<file path="src/rtl/cachectl_mb.sv">
// Cache stall controller with multi-beat line refill on read miss and
// write-through, no-write-allocate stores; saturating hit/miss counters.
//
// state  | meaning
// IDLE   | evaluate pipeline request; hits pass through without stalling
// REFILL | fetch line one word per MemAck, valid set on the last beat
// WSTORE | write-through to memory; cache word updated only if it hit
module cachectl_mb #(
  parameter int WORDS_PER_LINE = 4,
  parameter int BEAT_W         = (WORDS_PER_LINE > 1) ? $clog2(WORDS_PER_LINE) : 1,
  parameter int CNT_W          = 16
) (
  input  logic              clk,
  input  logic              reset,
  input  logic              MemRead,
  input  logic              MemWrite,
  input  logic              CacheHit,
  input  logic              MemAck,
  output logic              stall,
  output logic              MemReq,
  output logic              MemWe,
  output logic [BEAT_W-1:0] BeatIdx,
  output logic              CacheWrite,
  output logic              CacheValidSet,
  output logic [CNT_W-1:0]  HitCount,
  output logic [CNT_W-1:0]  MissCount
);

  typedef enum logic [1:0] {
    IDLE   = 2'd0,
    REFILL = 2'd1,
    WSTORE = 2'd2
  } state_t;

  localparam logic [BEAT_W-1:0] LAST_BEAT = BEAT_W'(WORDS_PER_LINE - 1);
  localparam logic [CNT_W-1:0]  CNT_MAX   = '1;

  state_t             state_q, state_d;
  logic [BEAT_W-1:0]  beat_q, beat_d;
  logic [CNT_W-1:0]   hit_cnt_q, hit_cnt_d;
  logic [CNT_W-1:0]   miss_cnt_q, miss_cnt_d;
  logic               hitlatch_q, hitlatch_d;

  function automatic logic [CNT_W-1:0] sat_inc(input logic [CNT_W-1:0] v);
    return (v == CNT_MAX) ? v : v + CNT_W'(1);
  endfunction

  // MemReq/MemWe are decoded from state only so they never glitch on MemAck.
  always_comb begin
    state_d       = state_q;
    beat_d        = beat_q;
    hit_cnt_d     = hit_cnt_q;
    miss_cnt_d    = miss_cnt_q;
    hitlatch_d    = hitlatch_q;
    stall         = 1'b0;
    MemReq        = 1'b0;
    MemWe         = 1'b0;
    BeatIdx       = '0;
    CacheWrite    = 1'b0;
    CacheValidSet = 1'b0;

    case (state_q)
      IDLE: begin
        if (MemWrite) begin
          stall      = 1'b1;
          hitlatch_d = CacheHit;
          state_d    = WSTORE;
        end else if (MemRead) begin
          if (CacheHit) begin
            hit_cnt_d = sat_inc(hit_cnt_q);
          end else begin
            stall      = 1'b1;
            miss_cnt_d = sat_inc(miss_cnt_q);
            beat_d     = '0;
            state_d    = REFILL;
          end
        end
      end

      REFILL: begin
        stall   = 1'b1;
        MemReq  = 1'b1;
        BeatIdx = beat_q;
        if (MemAck) begin
          CacheWrite = 1'b1;
          if (beat_q == LAST_BEAT) begin
            CacheValidSet = 1'b1;
            beat_d        = '0;
            state_d       = IDLE;
          end else begin
            beat_d = beat_q + BEAT_W'(1);
          end
        end
      end

      WSTORE: begin
        stall  = 1'b1;
        MemReq = 1'b1;
        MemWe  = 1'b1;
        if (MemAck) begin
          CacheWrite = hitlatch_q;
          state_d    = IDLE;
        end
      end

      default: state_d = IDLE;
    endcase
  end

  always_ff @(posedge clk) begin
    if (reset) begin
      state_q    <= IDLE;
      beat_q     <= '0;
      hit_cnt_q  <= '0;
      miss_cnt_q <= '0;
      hitlatch_q <= 1'b0;
    end else begin
      state_q    <= state_d;
      beat_q     <= beat_d;
      hit_cnt_q  <= hit_cnt_d;
      miss_cnt_q <= miss_cnt_d;
      hitlatch_q <= hitlatch_d;
    end
  end

  assign HitCount  = hit_cnt_q;
  assign MissCount = miss_cnt_q;

endmodule
</file>
<file path="config.mk">
export PLATFORM = sky130hd
export DESIGN_NAME = cachectl_mb
export DESIGN_NICKNAME = d
export VERILOG_FILES = /design/src/rtl/cachectl_mb.sv
export SDC_FILE = /design/constraint.sdc
export NUM_CORES = 1
export LEC_CHECK = 0
export ABC_AREA = 1
export ABC_CLOCK_PERIOD_IN_PS = 2200
export CAP_MARGIN = 10
export CELL_PAD_IN_SITES_DETAIL_PLACEMENT = 0
export CELL_PAD_IN_SITES_GLOBAL_PLACEMENT = 1
export CORE_MARGIN = 4
export CORE_UTILIZATION = 36
export CTS_CLUSTER_SIZE = 8
export DETAILED_ROUTE_END_ITERATION = 8
export PLACE_DENSITY_LB_ADDON = 0.1
export SYNTH_ARGS = -nofsm -noshare
export SYNTH_HDL_FRONTEND = slang
export SYNTH_SLANG_ARGS = --single-unit
</file>
<file path="constraint.sdc">
create_clock -name clk -period 2.2 [get_ports clk]
set_input_delay 0.55 -clock clk [delete_from_list [all_inputs] [get_ports clk]]
set_output_delay 0.55 -clock clk [all_outputs]
set_load 0.05 [all_outputs]
</file>
# After elaboration in Yosys (flattened, before gate mapping)

Index checks and enable logic that the tools add are counted.

Register bits: 37
Output and inout bits: 39
Word-level logic and storage cells: 59
Bits of input ports: 6

$add $sub $neg: 3
Equality and inequality tests: 13
Bitwise logic cells: 4
Muxes and demuxes: 26
Reductions and logical operators: 8

Operators by type and width:

| operator                | number |
|---|---|
| $add A16 B1 Y16 const B | 2 |
| $eq A16 B16 Y1 const B  | 2 |
| $mux W2                 | 12 |
| $reduce_and A5 Y1       | 4 |
| $ne A2 B2 Y1 const B    | 6 |
| $mux W1                 | 10 |
| $ne A3 B3 Y1 const B    | 2 |
| $pmux W2 S3             | 1 |
| $eq A2 B2 Y1 const B    | 2 |
| $not A1 Y1              | 4 |
| $pmux W1 S2             | 2 |
| $pmux W2 S2             | 1 |
| $add A2 B1 Y2 const B   | 1 |
| $eq A2 B1 Y1 const B    | 1 |
| $logic_not A2 Y1        | 1 |
| $reduce_and A2 Y1       | 1 |
| $reduce_bool A2 Y1      | 1 |
| $reduce_or A2 Y1        | 1 |

# Longest topological paths before layout

Depth in word-level cells: 4
Mapped depth: 11
Mapped depth without buffers: 10

# Least setup slack after synthesis

Ideal clock, no wire load.

Path kind: register to output
From: register state_q[0]
To: output port stall
Stages on the path, launching flop included: 5
Setup slack: -0.240 ns
Buffers on the path: 0
Required time: 1.650 ns
Data arrival time: 1.890 ns
Path through: dfxtp_1 -> inv_1 -> ha_1 -> inv_1 -> a21oi_1

Cells in the longest elaborated chain, start to end: 3
Elaborated cells on any way between the ends: 5
Classes of those cells: 2 x eq/ne; 1 x mux; 2 x reduce/logical

RTL lines:

| element                                             | RTL line | source |
|---|---|---|
| start, declared                                     | 38       | `state_t state_q, state_d;` |
| start signal, assigned                              | 118      | `state_q <= state_d;` |
| $eq A2 B2 Y1 / $eq A2 B1 Y1 (equally long branches) | 62       | `case (state_q)` |
| $reduce_or A2 Y1 (no source line)                   | -        |  |
| $pmux W1 S2 *                                       | 62       |  |
| end, declared                                       | 19       | `output logic stall,` |

Mark *: on every way between the ends. The rest lies on a longest branch, timed or not.

# Worst setup path in the final report

From: input port MemAck
To: output port CacheWrite

Cells in the longest elaborated chain, start to end: 2
Elaborated cells on any way between the ends: 3
Classes of those cells: 3 x mux

RTL lines:

| element                           | RTL line | source |
|---|---|---|
| start, declared                   | 18       | `input logic MemAck,` |
| $mux W1, on equally long branches | 100, 84  |  |
| $pmux W1 S2 *                     | 62       |  |
| end, declared                     | 23       | `output logic CacheWrite,` |

Marks and branches as above.

==> results summary <==
The maximum resistive drop on vdd came out at 0.218 mV. The synthesized-area fraction occupied by xor and xnor cells is slightly above 5%. The global-route wire length before repair is ~9200 µm.

The total vias in the final route is approximately 2.2k. The final count of pins violating max slew came out at 0. The met2 wirelength from detailed routing came out at 2290 µm.

The post-route met1 wirelength came out at ~2700 µm. Once the floorplan was initialized, standard cells occupied 37.2% of the core. In this run, the combinational gates consume between 10% and 20% of the power. The number of core rows came out at 28. The post-synth net total came out at about 360. The final-report hold violation count came out at 0. Sorting the synthesized cells by area gives the leading types as dfxtp_1, nand2_1, nor2_1, inv_1, a21oi_1.

In the final routed layout, each cell accounts on average for 11.0 µm. The H-tree level count came out at 2. The least setup slack across all paths after layout is between 0.05 and 0.06 ns.

After detailed routing, the number of remaining DRC violations is 0. The clock arrives with around 0.0094 ns of skew. The largest family of logic cells by synthesized area is simple AND/OR/NAND/NOR gates.

The tightest min-delay check is of the register to register type. The worst-skew pair later-pin latency is 0.29 ns. The register bit total from synthesis is 37.

At the worst endpoint, the required time is around 1.7 ns. Power spread over the standard cell area amounts to ~470 nW/µm². The number of antenna violations at the first check in global routing is 0. The most common library cell in the layout ignoring fill and taps is nand2_1. The largest individual stage delay along the critical path comes from the cell clkdlybuf4s50_1. In this run the worst setup path begins at MemAck.

The worst stage delay on the critical path is 0.51 ns. The highest metal layer with signal wires is met4. The tree is rooted in a clkbuf_8. The static leakage came out at 1.16 nW. Summed over all layers, the routed wires come to 5310 µm. The total clock buffers created by CTS is 5. The ratio of routed vias to standard cells came out at around 4.6. For the pin with the worst max-slew slack, the measured transition is 0.512 ns. Routability-driven placement finished with a final weighted congestion of 0.778. The total die area came out at ~7500 µm². The width of the chip came out at 86.4 µm. The remaining max-slew budget at the tightest pin is 65.8%. The origin of the critical flop-to-flop path is MissCount[0].

The internal power contribution is approximately 1 mW. The clock sink total is 37. The cell area after synthesis came out at 2210 µm². Summed over all nets, the half-perimeter wirelength after detailed placement is roughly 4000 µm. The final antenna-violating net count is 0. Summing the areas of all compound-gate instances in the mapped netlist gives around 11% of the synthesized area. Measured against the total synthesized area, the mux share comes to 0%.

The number of different library cells used by synthesis comes to 26. The total chip power came out at between 1 and 1.5 mW. The tool flagged a number of max-cap violations equal to 0. The share of cells above drive strength 1 is 14.5%. The number of antenna cells inserted came out at 0. The top cell types in the final layout, fill and taps aside, are nand2_1, nor2_1, dfxtp_1, clkdlybuf4s50_1, inv_1.

Setup repair after global routing left no endpoint under its margin. The first detailed-routing pass took 4 iterations. Timing would allow up to approximately 470 MHz. The number of failing setup endpoints in the final timing report came out at 0. The cell count after synthesis came out at 343.

After routing the design area is 3020 µm². The switching power of the nets is a little under 0.4 mW. The core region is between 5000 and 6000 µm².

The arrival time reported for the critical path endpoint is between 1.5 and 2 ns. Along the worst path, the maximum fanout reaches 3. Of all cell types, the one taking the most synthesized area is dfxtp_1. The via count of the first global-routing pass is 2085. Summed over all layers, the global routing overflow is 0. Entering global routing, the biggest net connects 18 pins. The worst setup path is launched from an input pin.

The number of port buffers is 44. The final period demand of the worst path is around 2.1 ns. The worst hold path begins at hitlatch_q. The clock tree from TritonCTS is built. The cell area after placement is roughly 2900 µm². The total global routing track utilization came out at about 15%. The post-synthesis area per instance is ~6.5 µm². The worst-case setup slack after placement came out at -0.0376 ns. STA classifies the critical path endpoint as an output port. The flow ran to the end, and the final reports show no timing, DRC or antenna violations.

The met3 layer wire length in the routed design came out at between 200 and 300 µm. The vertical extent of the die is around 86 µm. The initial DRC count is 56. The number of warnings reported in the yosys synthesis log is 0.

The depth of the worst hold-timing path is 2. The area overhead of the layout relative to synthesis is 36.5%. In this run the count of I/O pins placed on the die edge is 45.

The clock transition at the registers of the reported paths came out at 0.07 ns. The number of nets at the end of the flow is about 420. The post-route clock period utilization came out at 97.3%. The number of hold buffers added after CTS was 0. Of the total power, the share spent switching nets is between 20% and 30%. The sequential cell fraction of total power is roughly 49%.

The synthesized netlist devotes between 3 and 4% of its cell area to adder and majority cells. The worst-case reg-to-reg path depth is 9. The worst setup path is of the input pin to output port kind.

The critical path goes through clkdlybuf4s50_1, nand2_1, a21oi_1, buf_12. In this run the biggest area consumer among cell types represents between 30% and 40% of the synthesized area. The deepest clock path buffer count came out at 2. The simple-gate area share of the yosys netlist is between 30% and 40%.

Summing the sequential cell areas from Yosys gives approximately a third of the chip area. The clock network fraction of design power is between 30% and 40%.
==> cell usage after synthesis (all sizes together) <==
library cell,instances
o21ai,11
nand3,19
and2,1
nor3,2
clkbuf,3
inv,33
nor2,57
xnor2,7
nand3b,1
xor2,6
a21oi,29
nand2,117
buf,5
nand4,7
o21a,1
ha,7
dfxtp,37
==> registers in the layout (all words and copies together), names as in the netlist <==
signal	flops
HitCount	16
MissCount	16
beat_q	2
state_q	2
hitlatch_q	1
==> power by group through the flow <==
stage          clock network, mW  registers [mW]  logic (mW)
2_1_floorplan                  0           0.719       0.116
3_3_place_gp                   0           0.707       0.208
3_5_place_dp                   0           0.707       0.208
4_1_cts                    0.532           0.691       0.226
5_1_grt                    0.559           0.694       0.237
6_report                   0.510           0.691       0.219
==> layout make-up <==
cell class / count / area [µm²]
clock buffer: 6 / 82.6
fill: 648 / 2930
inverter: 33 / 126
sequential: 37 / 742
timing repair buffer: 63 / 654
clock inverter: 2 / 13.8
multi-input combinational: 265 / 1310
tap: 75 / 93.8
==> final timing paths <==
path,to,slack (ns)
min,hitlatch_q,0.48
max,CacheWrite,0.06
min reg2reg,hitlatch_q,0.48
max reg2reg,MissCount[1],0.33
==> per-stage QoR <==
stage / instances / hold slack (ns) / setup TNS [ns] / util (%)
after floorplan: 343 / 0.439 / -0.455 / -
after global placement: 468 / 0.462 / -0.00524 / 48.2
after detailed placement: 468 / 0.466 / -0.0376 / 48.2
after CTS: 481 / 0.479 / 0 / 50.6
after global routing: 481 / 0.502 / 0 / 50.8
final: 481 / 0.477 / 0 / 50.8
==> worst max-delay path: cells and delay by family <==
| kind | cells | cell delay (ns) |
|---|---|---|
| AND/OR/NAND/NOR | 1 | 0.10 |
| buffers and inverters | 2 | 0.68 |
| AO/OA/AOI/OAI | 1 | 0.26 |
==> routing by layer <==
layer,vias up,GRT usage [%]
met2,40,24.5
li1,1206,-
met5,-,0
met4,0,4.67
met1,979,20.0
met3,6,4.09
==> timing repair <==
item	CTS	global route
endpoints found under the setup margin	1	8
pin swaps	2	3
setup buffers	5	0
resized for setup	5	7
hold endpoints to repair	0	0
==> cells by family (layout without fill, tap and decap cells) <==
logic type / Yosys count / after routing
AO/OA/AOI/OAI: 41 / 41
XOR/XNOR: 13 / 13
adder cells (fa/ha/maj): 7 / 7
buffers and inverters: 41 / 104
flip-flops: 37 / 37
AND/OR/NAND/NOR: 204 / 204
(Power assumes the default switching activity.)
